`src/rtl/bisc_input_fetcher.sv`:
```
`default_nettype none
// ============================================================================
// Module      : bisc_input_fetcher
// Description : Upstream feeder for the MVM controller. Prefetches elements
//               from a valid/ready source into a 2-entry FIFO and answers the
//               controller's level request with a one-cycle input_ready pulse
//               and a registered element. Counts delivered elements per run,
//               flags the last element of the sweep and counts starvation
//               cycles.
// Ports       : clock, reset (async, active-low)
//               start                      - arms a new run (pulse)
//               src_valid/src_data/src_ready - source stream handshake
//               input_req                  - level request from controller
//               input_ready/data_out       - delivery pulse and element
//               elem_count                 - elements delivered this run
//               last_elem                  - final element of the sweep
//               starve_cycles              - saturating starvation counter
// Revision    : 1.0 - initial release
// ============================================================================
module bisc_input_fetcher #(
    parameter int DATA_WIDTH   = 8,
    parameter int INPUT_WIDTH  = 4,
    parameter int INPUT_HEIGHT = 4,
    parameter int COUNT_W      = 4
) (
    input  logic                  clock,
    input  logic                  reset,
    input  logic                  start,
    input  logic                  src_valid,
    input  logic [DATA_WIDTH-1:0] src_data,
    output logic                  src_ready,
    input  logic                  input_req,
    output logic                  input_ready,
    output logic [DATA_WIDTH-1:0] data_out,
    output logic [COUNT_W-1:0]    elem_count,
    output logic                  last_elem,
    output logic [15:0]           starve_cycles
);

    localparam int               c_TOTAL = INPUT_WIDTH * INPUT_HEIGHT;
    localparam logic [COUNT_W-1:0] c_LAST_IDX = COUNT_W'(c_TOTAL - 1);

    localparam logic [1:0] c_ST_IDLE  = 2'd0;
    localparam logic [1:0] c_ST_ARMED = 2'd1;
    localparam logic [1:0] c_ST_HOLD  = 2'd2;

    logic [1:0]            r_state;
    logic [DATA_WIDTH-1:0] r_mem0;
    logic [DATA_WIDTH-1:0] r_mem1;
    logic                  r_wr_ptr;
    logic                  r_rd_ptr;
    logic [1:0]            r_fill;
    logic                  r_input_ready;
    logic                  r_last_elem;
    logic [DATA_WIDTH-1:0] r_data_out;
    logic [COUNT_W-1:0]    r_elem_count;
    logic [15:0]           r_starve;

    logic                  w_empty;
    logic                  w_full;
    logic                  w_src_ready;
    logic                  w_push;
    logic                  w_pop;
    logic                  w_starve;
    logic [DATA_WIDTH-1:0] w_head;

    assign w_empty     = (r_fill == 2'd0);
    assign w_full      = (r_fill == 2'd2);
    assign w_src_ready = (r_state != c_ST_IDLE) && !w_full;
    assign w_push      = src_valid && w_src_ready;
    // Pop uses the pre-push occupancy, so an empty FIFO never bypasses.
    assign w_pop       = (r_state == c_ST_ARMED) && input_req && !w_empty;
    assign w_starve    = (r_state == c_ST_ARMED) && input_req && w_empty;
    assign w_head      = r_rd_ptr ? r_mem1 : r_mem0;

    // FIFO storage and pointers
    always_ff @(posedge clock or negedge reset) begin
        if (!reset) begin
            r_mem0   <= '0;
            r_mem1   <= '0;
            r_wr_ptr <= 1'b0;
            r_rd_ptr <= 1'b0;
            r_fill   <= 2'd0;
        end else begin
            if (w_push) begin
                if (r_wr_ptr) r_mem1 <= src_data;
                else          r_mem0 <= src_data;
                r_wr_ptr <= ~r_wr_ptr;
            end
            if (w_pop) begin
                r_rd_ptr <= ~r_rd_ptr;
            end
            case ({w_push, w_pop})
                2'b10:   r_fill <= r_fill + 2'd1;
                2'b01:   r_fill <= r_fill - 2'd1;
                default: r_fill <= r_fill;
            endcase
        end
    end

    // Run control, delivery and counters
    always_ff @(posedge clock or negedge reset) begin
        if (!reset) begin
            r_state       <= c_ST_IDLE;
            r_input_ready <= 1'b0;
            r_last_elem   <= 1'b0;
            r_data_out    <= '0;
            r_elem_count  <= '0;
            r_starve      <= 16'd0;
        end else begin
            r_input_ready <= w_pop;
            r_last_elem   <= w_pop && (r_elem_count == c_LAST_IDX);
            if (w_pop) begin
                r_data_out   <= w_head;
                r_elem_count <= r_elem_count + COUNT_W'(1);
            end
            if (w_starve && (r_starve != 16'hFFFF)) begin
                r_starve <= r_starve + 16'd1;
            end
            case (r_state)
                c_ST_IDLE: begin
                    if (start) begin
                        r_elem_count <= '0;
                        r_starve     <= 16'd0;
                        r_state      <= c_ST_ARMED;
                    end
                end
                c_ST_ARMED: begin
                    if (w_pop) begin
                        r_state <= (r_elem_count == c_LAST_IDX) ? c_ST_IDLE
                                                                : c_ST_HOLD;
                    end
                end
                // One dead cycle: the controller's request is still high
                // while it samples input_ready.
                c_ST_HOLD: r_state <= c_ST_ARMED;
                default:   r_state <= c_ST_IDLE;
            endcase
        end
    end

    assign src_ready     = w_src_ready;
    assign input_ready   = r_input_ready;
    assign last_elem     = r_last_elem;
    assign data_out      = r_data_out;
    assign elem_count    = r_elem_count;
    assign starve_cycles = r_starve;

endmodule
`default_nettype wire

```
`config.mk`:
```
export PLATFORM = sky130hd
export DESIGN_NAME = bisc_input_fetcher
export DESIGN_NICKNAME = d
export VERILOG_FILES = /design/src/rtl/bisc_input_fetcher.sv
export SDC_FILE = /design/constraint.sdc
export NUM_CORES = 1
export LEC_CHECK = 0
export BUFFER_PORTS_ARGS = -buffer_cell sky130_fd_sc_hd__buf_4
export CORE_MARGIN = 2
export CORE_UTILIZATION = 30
export CTS_CLUSTER_DIAMETER = 50
export DETAILED_ROUTE_END_ITERATION = 8
export PLACE_DENSITY = 0.49
export SKIP_LAST_GASP = 1
export SLEW_MARGIN = 20
export SYNTH_ARGS = -nofsm -noshare
export SYNTH_HDL_FRONTEND = slang
export SYNTH_SLANG_ARGS = --single-unit
```
`constraint.sdc`:
```
create_clock -name clock -period 1.6 [get_ports clock]
set_input_delay 0.08 -clock clock [delete_from_list [all_inputs] [get_ports clock]]
set_output_delay 0.08 -clock clock [all_outputs]
set_load 0.02 [all_outputs]
```
# ---- Word level (Yosys, flattened, before mapping)
# Index checks and enable logic that the tools add are counted.
# W data, S select, Z words.
dict set report word_totals {
  ff_bits 52
  latchBits 0
  mem_bits_rw 0
  rom_bits 0
  memories 0
}
dict set report classes {
  n_addsub 4
  multipliers 0
  n_div 0
  magnitude_cmp 0
  n_eq_ne 9
  shifts 0
  n_mux 12
  bitwise 2
  n_reduce_logical 16
}
# operator count
set ops {}
lappend ops {{$mux W16} 3}
lappend ops {{$add A16 B1 Y16 const B} 1}
lappend ops {{$ne A16 B16 Y1 const B} 1}
lappend ops {{$mux W4} 3}
lappend ops {{$mux W8} 1}
lappend ops {{$logic_and A1 B1 Y1} 7}
lappend ops {{$eq A2 B2 Y1 const B} 3}
lappend ops {{$mux W2} 3}
lappend ops {{$pmux W2 S3} 1}
lappend ops {{$reduce_and A2 Y1} 3}
lappend ops {{$add A4 B1 Y4 const B} 1}
lappend ops {{$eq A2 B1 Y1 const B} 2}
lappend ops {{$eq A4 B4 Y1 const B} 1}
lappend ops {{$logic_not A2 Y1} 2}
lappend ops {{$ne A2 B2 Y1 const B} 2}
lappend ops {{$pmux W2 S2} 1}
lappend ops {{$reduce_bool A2 Y1} 2}
lappend ops {{$add A2 B1 Y2 const B} 1}
lappend ops {{$logic_not A1 Y1} 2}
lappend ops {{$not A1 Y1} 2}
lappend ops {{$sub A2 B1 Y2 const B} 1}

# ---- Logic depth before layout (Yosys ltp)
# Gate-level depths: netlist of the first run.
dict set report logic_depth {
  word_depth 7
  mapped_depth 9
  mapped_depth_nobuf 7
}

# ---- Worst setup path before layout of the first run
# Ideal clock, no wire load.
dict set report synth_path {
  kind {register -> register}
  start {register r_starve[0] (netlist: starve_cycles[0])}
  end {register r_starve[8] (netlist: starve_cycles[8])}
  setup_time_ns 0.078
  t_arrival_ns 1.717
  required_ns 1.522
  setup_slack_ns -0.195
  path_stages_with_launch 6
  path_buffers 0
  path_cell_list {dfrtp_1 ha_1 and2_1 nand4_4 or4_1 a21oi_1}
}
dict set report synth_between {
  elab_chain_cells 5
  word_cells_on_any_way 6
}
# element line_no
set synth_rtl {}
lappend synth_rtl {{start, declared} 57} ;# logic [15:0] r_starve;
lappend synth_rtl {{start signal, assigned} 118} ;# r_starve <= r_starve + 16'd1;
lappend synth_rtl {{parallel branches: the longest is 2 deep, another holds $add A16 B1 Y16} -}
lappend synth_rtl {{$mux W16 (*)} 117} ;# if (w_starve && (r_starve != 16'hFFFF)) begin
lappend synth_rtl {{$mux W16} 122} ;# if (start) begin
lappend synth_rtl {{$mux W16 (*)} 120} ;# case (r_state)
# Every way passes the cells marked *.
# A chain may end at the register's enable or synchronous reset.

# ---- Final worst setup path of the first run
dict set report layout_path {
  start {register r_state[1]}
  end {register r_starve[3] (netlist: starve_cycles[3])}
}
dict set report layout_between {
  elab_chain_cells 7
  word_cells_on_any_way 8
}
# element line_no
set layout_rtl {}
lappend layout_rtl {{start, declared} 47} ;# logic [1:0] r_state;
lappend layout_rtl {{start signal, assigned} 104} ;# r_state <= c_ST_IDLE;
lappend layout_rtl {{start signal, assigned} 125} ;# r_state <= c_ST_ARMED;
lappend layout_rtl {{start signal, assigned} 130} ;# r_state <= (r_elem_count == c_LAST_IDX) ? c_ST_IDLE
lappend layout_rtl {{$eq A2 B1 Y1} 73} ;# assign w_starve = (r_state == c_ST_ARMED) && input_req && w_empty;
lappend layout_rtl {{$logic_and A1 B1 Y1 (2 in series)} 73}
lappend layout_rtl {{$logic_and A1 B1 Y1} 117}
lappend layout_rtl {{$mux W16} 117}
lappend layout_rtl {{$mux W16} 122}
lappend layout_rtl {{$mux W16 (*)} 120}
# Mark *: on every way between the ends. The rest lies on a longest branch, timed or not.

==> results_dict.tcl, run 1 <==
set metrics [dict create \
    synth-compound-area-share_pct 9.687 \
    wire_per_inst_um 14.45 \
    dpl_cell_area_sq_um 3233 \
    grt_pass1_wl_um 9756 \
    required_ns 1.85 \
    core_sq_um 8134 \
    synth_area_leaders "dfrtp_1 52%, mux2_2 7.3%, mux2i_1 4.4%, a21oi_1 3.2%, xnor2_1 2.5%" \
    path_clk_slew_ns 0.11 \
    max-cap-violations 0 \
    crit_type "reg2reg" \
    cts_buffer_depth 2 \
    p_leak_uw 0.001622 \
    num_antenna_cells 0 \
    max-slew-margin-rel_pct 54.92 \
    antenna_found_initial 0 \
    hold_class "in2reg" \
    ir_worst_vdd_v 0.0008571 \
    final_area_sq_um 3565 \
    start_kind "register" \
    regToRegSetupSlack_ns 0.003 \
    gp_congestion 0.7890 \
    synth.area.mux_share_pct 11.71 \
    die_w_um 94.92 \
    drive_gt1_share_pct 48.06 \
    first_global_vias 2082 \
    drt_pass1_iterations 4 \
    ys_seq_elements 52 \
    syn2layout_area_growth_pct 43.74 \
    clk-insertion-delay-late_ns 0.31 \
    clkSinkCount 52 \
    slowest_delay_ns 0.52 \
    critPathSlowestCell "or4_4" \
    synthAdderAreaFrac_pct 1.514 \
    drc_errors 0 \
    dr.first_iter.drc_count 73 \
    die-area_sq_um 9010 \
    path_delay_family "simple AND/OR/NAND/NOR gates" \
    io_buffer_count 43 \
    worst_hold_slack_ns 0.01757 \
    synth_top_family_by_area "simple AND/OR/NAND/NOR gates" \
    synth_cell_types 45 \
    synth_area_sq_um 2480 \
    fin_nets 325 \
    hpwlAfterDp_um 4168 \
    min_period_ns 1.597 \
    synth-simple-area-share_pct 20.03 \
    fmax_mhz 626.2 \
    tightestPinTransition_ns 0.6762 \
    pin_count 44 \
    root_buffer "clkbuf_8" \
    synth_nets 235 \
    period_share_pct 99.81 \
    p_per_area_nw_per_um2 1457 \
    path_cells "and3b_2 -> buf_4 -> nand2_4 -> or4_4 -> a21oi_2" \
    cts_max_level 2 \
    fin_util_pct 43.82 \
    status "completed" \
    via_per_inst 4.978 \
    globalRouteTotalUtil_pct 13.94 \
    die_h_um 94.92 \
    cts_tree "yes" \
    ys.flop_type "dfrtp_1" \
    crit_buf_inv 1 \
    synth_xor_area_share_pct 2.825 \
    arrival_ns 1.84 \
    setup_violations 0 \
    clock_skew_ns 0.009430 \
    critPathMaxFanout 7 \
    synth_edf_count 0 \
    routed_wl_um 5997 \
    ys_seq_area_share_pct 52.47 \
    ant_nets 0 \
    rsz0062_at_grt "true" \
    vias 2066 \
    synth_area_per_cell_sq_um 11.32 \
    core.rowCount 33 \
    yosysTopAreaCell "dfrtp_1" \
    end_kind "register" \
    finalHoldViolations 0 \
    slew_violations 0 \
    netlist_instances 219 \
    cts_buffers 5 \
    overflow 0 \
    netlist.area_leader.share_pct 52.47 \
    async_flop_share_pct 100.0 \
    grt_max_degree 53 \
    start_util_pct 30.49 \
    synth_warnings 0 \
]
## report_power, final
part	internal (uW)	leakage, uW	total, uW	switching (uW)
clock network	315	0.0000485	787	472
logic	1180	0.000940	2280	1090
registers	1780	0.000634	2130	356
## synthesized netlist by cell type, types with 5 or more instances
cell type / instances
xnor2_1: 7
nand3_1: 12
nand2_1: 11
or4_1: 6
mux2_2: 16
dfrtp_1: 52
nor2_1: 16
a21oi_1: 16
nor3_1: 5
mux2i_1: 11
## timing repair
item	in CTS	in global routing
endpoints found under the hold margin	56	1
pin swaps	8	7
hold buffers	5	1
buffers inserted	2	6
resized for setup	15	16
endpoints found under the setup margin	11	25
## final timing paths
path / from / endpoint / cells after the start
hold reg to reg: r_mem0[2]$_DFFE_PN0P_ / r_mem0[2]$_DFFE_PN0P_ / 1
setup reg to reg: r_state[1]$_DFFE_PN0P_ / starve_cycles[3]$_DFF_PN0_ / 5
min in group asynchronous: reset / starve_cycles[3]$_DFF_PN0_ / 2
max in group asynchronous: reset / r_fill[0]$_DFFE_PN0P_ / 2
hold / removal: src_data[0] / r_mem1[0]$_DFFE_PN0P_ / 2
setup / recovery: r_state[1]$_DFFE_PN0P_ / starve_cycles[3]$_DFF_PN0_ / 5
## placed cells by master, fill, tap and decap left out, types with 3 or more instances in the layout
| cell type | Yosys | routed |
|---|---|---|
| dfrtp_1 | 52 | 41 |
| o21ai_0 | 3 | 3 |
| a31oi_1 | 3 | 3 |
| buf_6 | 1 | 3 |
| dfrtp_2 | 0 | 11 |
| xnor2_1 | 7 | 7 |
| dlygate4sd3_1 | 0 | 6 |
| o31ai_1 | 4 | 4 |
| nand2_1 | 11 | 10 |
| mux2i_1 | 11 | 11 |
| mux2_2 | 16 | 16 |
| buf_4 | 0 | 78 |
| nand4_1 | 4 | 4 |
| inv_1 | 3 | 3 |
| nand2b_1 | 4 | 4 |
| o41ai_1 | 3 | 3 |
| nor3_1 | 5 | 3 |
| clkbuf_8 | 0 | 5 |
| or4_4 | 0 | 4 |
| nor2_1 | 16 | 16 |
| a21oi_1 | 16 | 12 |
| nand3_1 | 12 | 12 |
| a21oi_2 | 0 | 4 |
## state kept, by name (all words and copies together) (netlist names)
| signal | count |
|---|---|
| data_out | 8 |
| elem_count | 4 |
| input_ready | 1 |
| last_elem | 1 |
| r_fill | 2 |
| r_mem0 | 8 |
| r_mem1 | 8 |
| r_rd_ptr | 1 |
| r_state | 2 |
| r_wr_ptr | 1 |
| starve_cycles | 16 |
## kinds of logic (layout without fill, tap and decap cells)
logic type,after synthesis,count (layout)
AO/OA/AOI/OAI,37,37
XOR/XNOR,8,8
adder cells (fa/ha/maj),3,3
buffers and inverters,9,100
flip-flops,52,52
multiplexers,27,27
AND/OR/NAND/NOR,83,83
## metal layers
| layer | routed length, um | part of all wire (%) | track usage (%) | vias to the layer above |
|---|---|---|---|---|
| met2 | 3020 | 50 | 23.40 | 39 |
| met5 | 0 | 0 | 0 | - |
| met1 | 2725 | 45 | 17.98 | 1028 |
| met3 | 213 | 3.6 | 3.432 | 4 |
| met4 | 37 | 0.62 | 3.623 | 0 |
| li1 | - | - | - | 995 |
## stage by stage
stage | worst slack [ns] | cells | total power, uW | TNS [ns]
after CTS | -0.004948 | 409 | 5199 | -0.005448
final | 0.003028 | 415 | 5194 | 0
after detailed placement | -0.07706 | 396 | 4331 | -0.1070
after global placement | -0.03357 | 396 | 4301 | -0.06593
after floorplan | -0.01833 | 219 | 3492 | -0.06127
after global routing | -0.09300 | 415 | 5586 | -1.140
## final cells by class
type,instances,area (sq um)
sequential,52,1315
tap,105,131.4
inverter,3,11.26
timing repair buffer,89,719.4
fill,770,4569
clock buffer,5,68.82
multi-input combinational,158,1296
clock inverter,3,22.52
Power figures use the tool's default switching activity.
==> inputs of run 2 (changes only) <==
--- a/config.mk
+++ b/config.mk
@@ -10,7 +10,7 @@
 export CORE_UTILIZATION = 30
 export CTS_CLUSTER_DIAMETER = 50
 export DETAILED_ROUTE_END_ITERATION = 8
-export PLACE_DENSITY = 0.49
+export GPL_TIMING_DRIVEN = 0
 export SKIP_LAST_GASP = 1
 export SLEW_MARGIN = 20
 export SYNTH_ARGS = -nofsm -noshare
==> run 2 against run 1 <==
The flow now finishes with violations (negative setup slack). Non-clock buffer count down 11. Power up 2.6%. Sequential share of layout area up 0.24 points. Critical endpoint unchanged. Largest cell class is now multi-input gates.
==> results_dict.tcl, run 2 (same netlist as run 1, synthesis figures left out) <==
set metrics [dict create \
    status "finished with violations" \
    violations "negative setup slack" \
    clockPowerShare_pct 15.1 \
    die_w_um 94.92 \
    power_frac_comb_pct 45.7 \
    die_h_um 94.92 \
    core.rowCount 33 \
    start_util_pct 30.49 \
    root_buffer "clkbuf_8" \
    fin_setup_tns_ns -0.1196 \
    fmax_mhz 610.5 \
    first_global_vias 2081 \
    ir_worst_vdd_v 0.0009223 \
    critPathSlowestCell "or4_4" \
    p_per_area_nw_per_um2 1500 \
    p_int_uw 3290 \
    drc_errors 0 \
    cts_max_level 2 \
    cts_buffer_depth 2 \
    setup_ws_ns -0.03803 \
    fin_util_pct 43.67 \
    start_kind "register" \
    core_sq_um 8134 \
    io_buffer_count 43 \
    via_per_inst 5.168 \
    period_share_pct 102.4 \
    crit_type "reg2reg" \
    power_switching_uw 2038 \
    swShare_pct 38.25 \
    dp_cells 367 \
    setup_violations 6 \
    gp_congestion 0.8551 \
    clk-insertion-delay-late_ns 0.31 \
    end_kind "register" \
    pin_count 44 \
    p_total_uw 5328 \
    critPathMaxFanout 5 \
    slew_violations 0 \
    ant_nets 0 \
    min_period_ns 1.638 \
    dr.first_iter.drc_count 94 \
    hpwlAfterDp_um 3902 \
    rsz0062_at_grt "true" \
    syn2layout_area_growth_pct 43.24 \
    mostFrequentLayoutCells "69 x buf_4, 38 x dfrtp_1, 15 x nor2_1, 15 x mux2_2, 14 x dfrtp_2" \
    overflow 0 \
    seqPwrFrac_pct 39.2 \
    path_cells "ha_4 -> nand4_1 -> nor4_4 -> buf_4 -> or4_4 -> a21oi_2" \
    finalHoldViolations 0 \
    p_leak_uw 0.001586 \
    nFillCells 754 \
    antenna_found_initial 0 \
    clkSinkCount 52 \
    drt_pass1_iterations 4 \
    final_cells 404 \
    drive_gt1_share_pct 51.84 \
    globalRouteTotalUtil_pct 14.42 \
    clock_skew_ns 0.008506 \
    path_clk_slew_ns 0.10 \
    cts_tree "yes" \
    die-area_sq_um 9010 \
    max-cap-violations 0 \
    layout_commonest_cell "buf_4" \
    cts_buffers 5 \
    arrival_ns 1.88 \
    slowest_delay_ns 0.47 \
    fin_nets 314 \
    largest_register_ff_count 16 \
    vias 2088 \
    grt_pass1_wl_um 10180 \
    num_antenna_cells 0 \
    max-slew-margin-rel_pct 54.76 \
    hold_class "in2reg" \
    grt_max_degree 53 \
    required_ns 1.84 \
    tightestPinTransition_ns 0.6786 \
    routed_wl_um 6377 \
    wire_per_inst_um 15.78 \
]
## run 2: changes by cell type in the layout (fill, tap and decap cells not counted), sizes merged
cell / before / now
dlygate4sd3: 6 / 3
buf: 83 / 75
## run 2: power groups by stage
stage          Sequential [uW]  Clock (uW)  Combinational (uW)
2_1_floorplan             2280           0                1220
3_3_place_gp              2140           0                1960
3_5_place_dp              2150           0                2000
4_1_cts                   2090         819                2260
5_1_grt                   2160         870                2670
6_report                  2090         804                2430
## run 2: critical path: cells and delay by family, from the launching register on
kind	cells	cell delay, ns
flip-flops	1	0.44
AO/OA/AOI/OAI	1	0.14
buffers and inverters	1	0.15
adder cells (fa/ha/maj)	1	0.18
AND/OR/NAND/NOR	3	0.67
## run 2: through the flow
stage / hold WS (ns) / setup WS (ns) / area [sq um]
finish: 0.003415 / -0.03803 / 3552
global route: -0.0009777 / -0.1145 / 3552
CTS: 0.001372 / -0.04934 / 3301
detailed placement: 0.1697 / -0.2538 / 2984
global placement: 0.1576 / -0.2525 / 2984
floorplan: -0.2156 / -0.01833 / 2530
## run 2: area by class of cell
cell class / instances / area [sq um] / area share (%)
Buffer: 5 / 38.79 / 1.092
Timing Repair Buffer: 73 / 571.8 / 16.10
Clock buffer: 5 / 68.82 / 1.937
Clock inverter: 3 / 22.52 / 0.6340
Tap cell: 105 / 131.4 / 3.698
Multi-Input combinational cell: 158 / 1389 / 39.10
Inverter: 3 / 11.26 / 0.3170
Sequential cell: 52 / 1319 / 37.13
## run 2: final timing paths
path | slack [ns] | from | to | depth (start not counted)
worst max-delay path | -0.04 | starve_cycles[0]$_DFF_PN0_ | starve_cycles[3]$_DFF_PN0_ | 6
worst min-delay path | 0.003 | src_data[3] | r_mem0[3]$_DFFE_PN0P_ | 2
min in group asynchronous | 0.33 | reset | starve_cycles[14]$_DFF_PN0_ | 2
worst max register to register | -0.04 | starve_cycles[0]$_DFF_PN0_ | starve_cycles[3]$_DFF_PN0_ | 6
worst min register to register | 0.52 | r_mem0[5]$_DFFE_PN0P_ | r_mem0[5]$_DFFE_PN0P_ | 1
max in group asynchronous | 0.77 | reset | starve_cycles[0]$_DFF_PN0_ | 2
## run 2: what timing repair did
item,4_1_cts,5_1_grt
hold endpoints to repair,55,0
gates cloned,0,0
pin swaps,6,14
resized for setup,18,33
setup buffers,18,11
hold buffers,3,0
endpoints found under the setup margin,36,28
## run 2: routing by layer
| metal | routed length, um | vias up | track usage [%] | part of all wire (%) |
|---|---|---|---|---|
| li1 | - | 977 | - | - |
| met1 | 2825 | 1039 | 19.38 | 44 |
| met2 | 3132 | 64 | 23.40 | 49 |
| met3 | 351 | 8 | 3.352 | 5.5 |
| met4 | 68 | 0 | 3.865 | 1.1 |
| met5 | 0 | - | 0 | 0 |
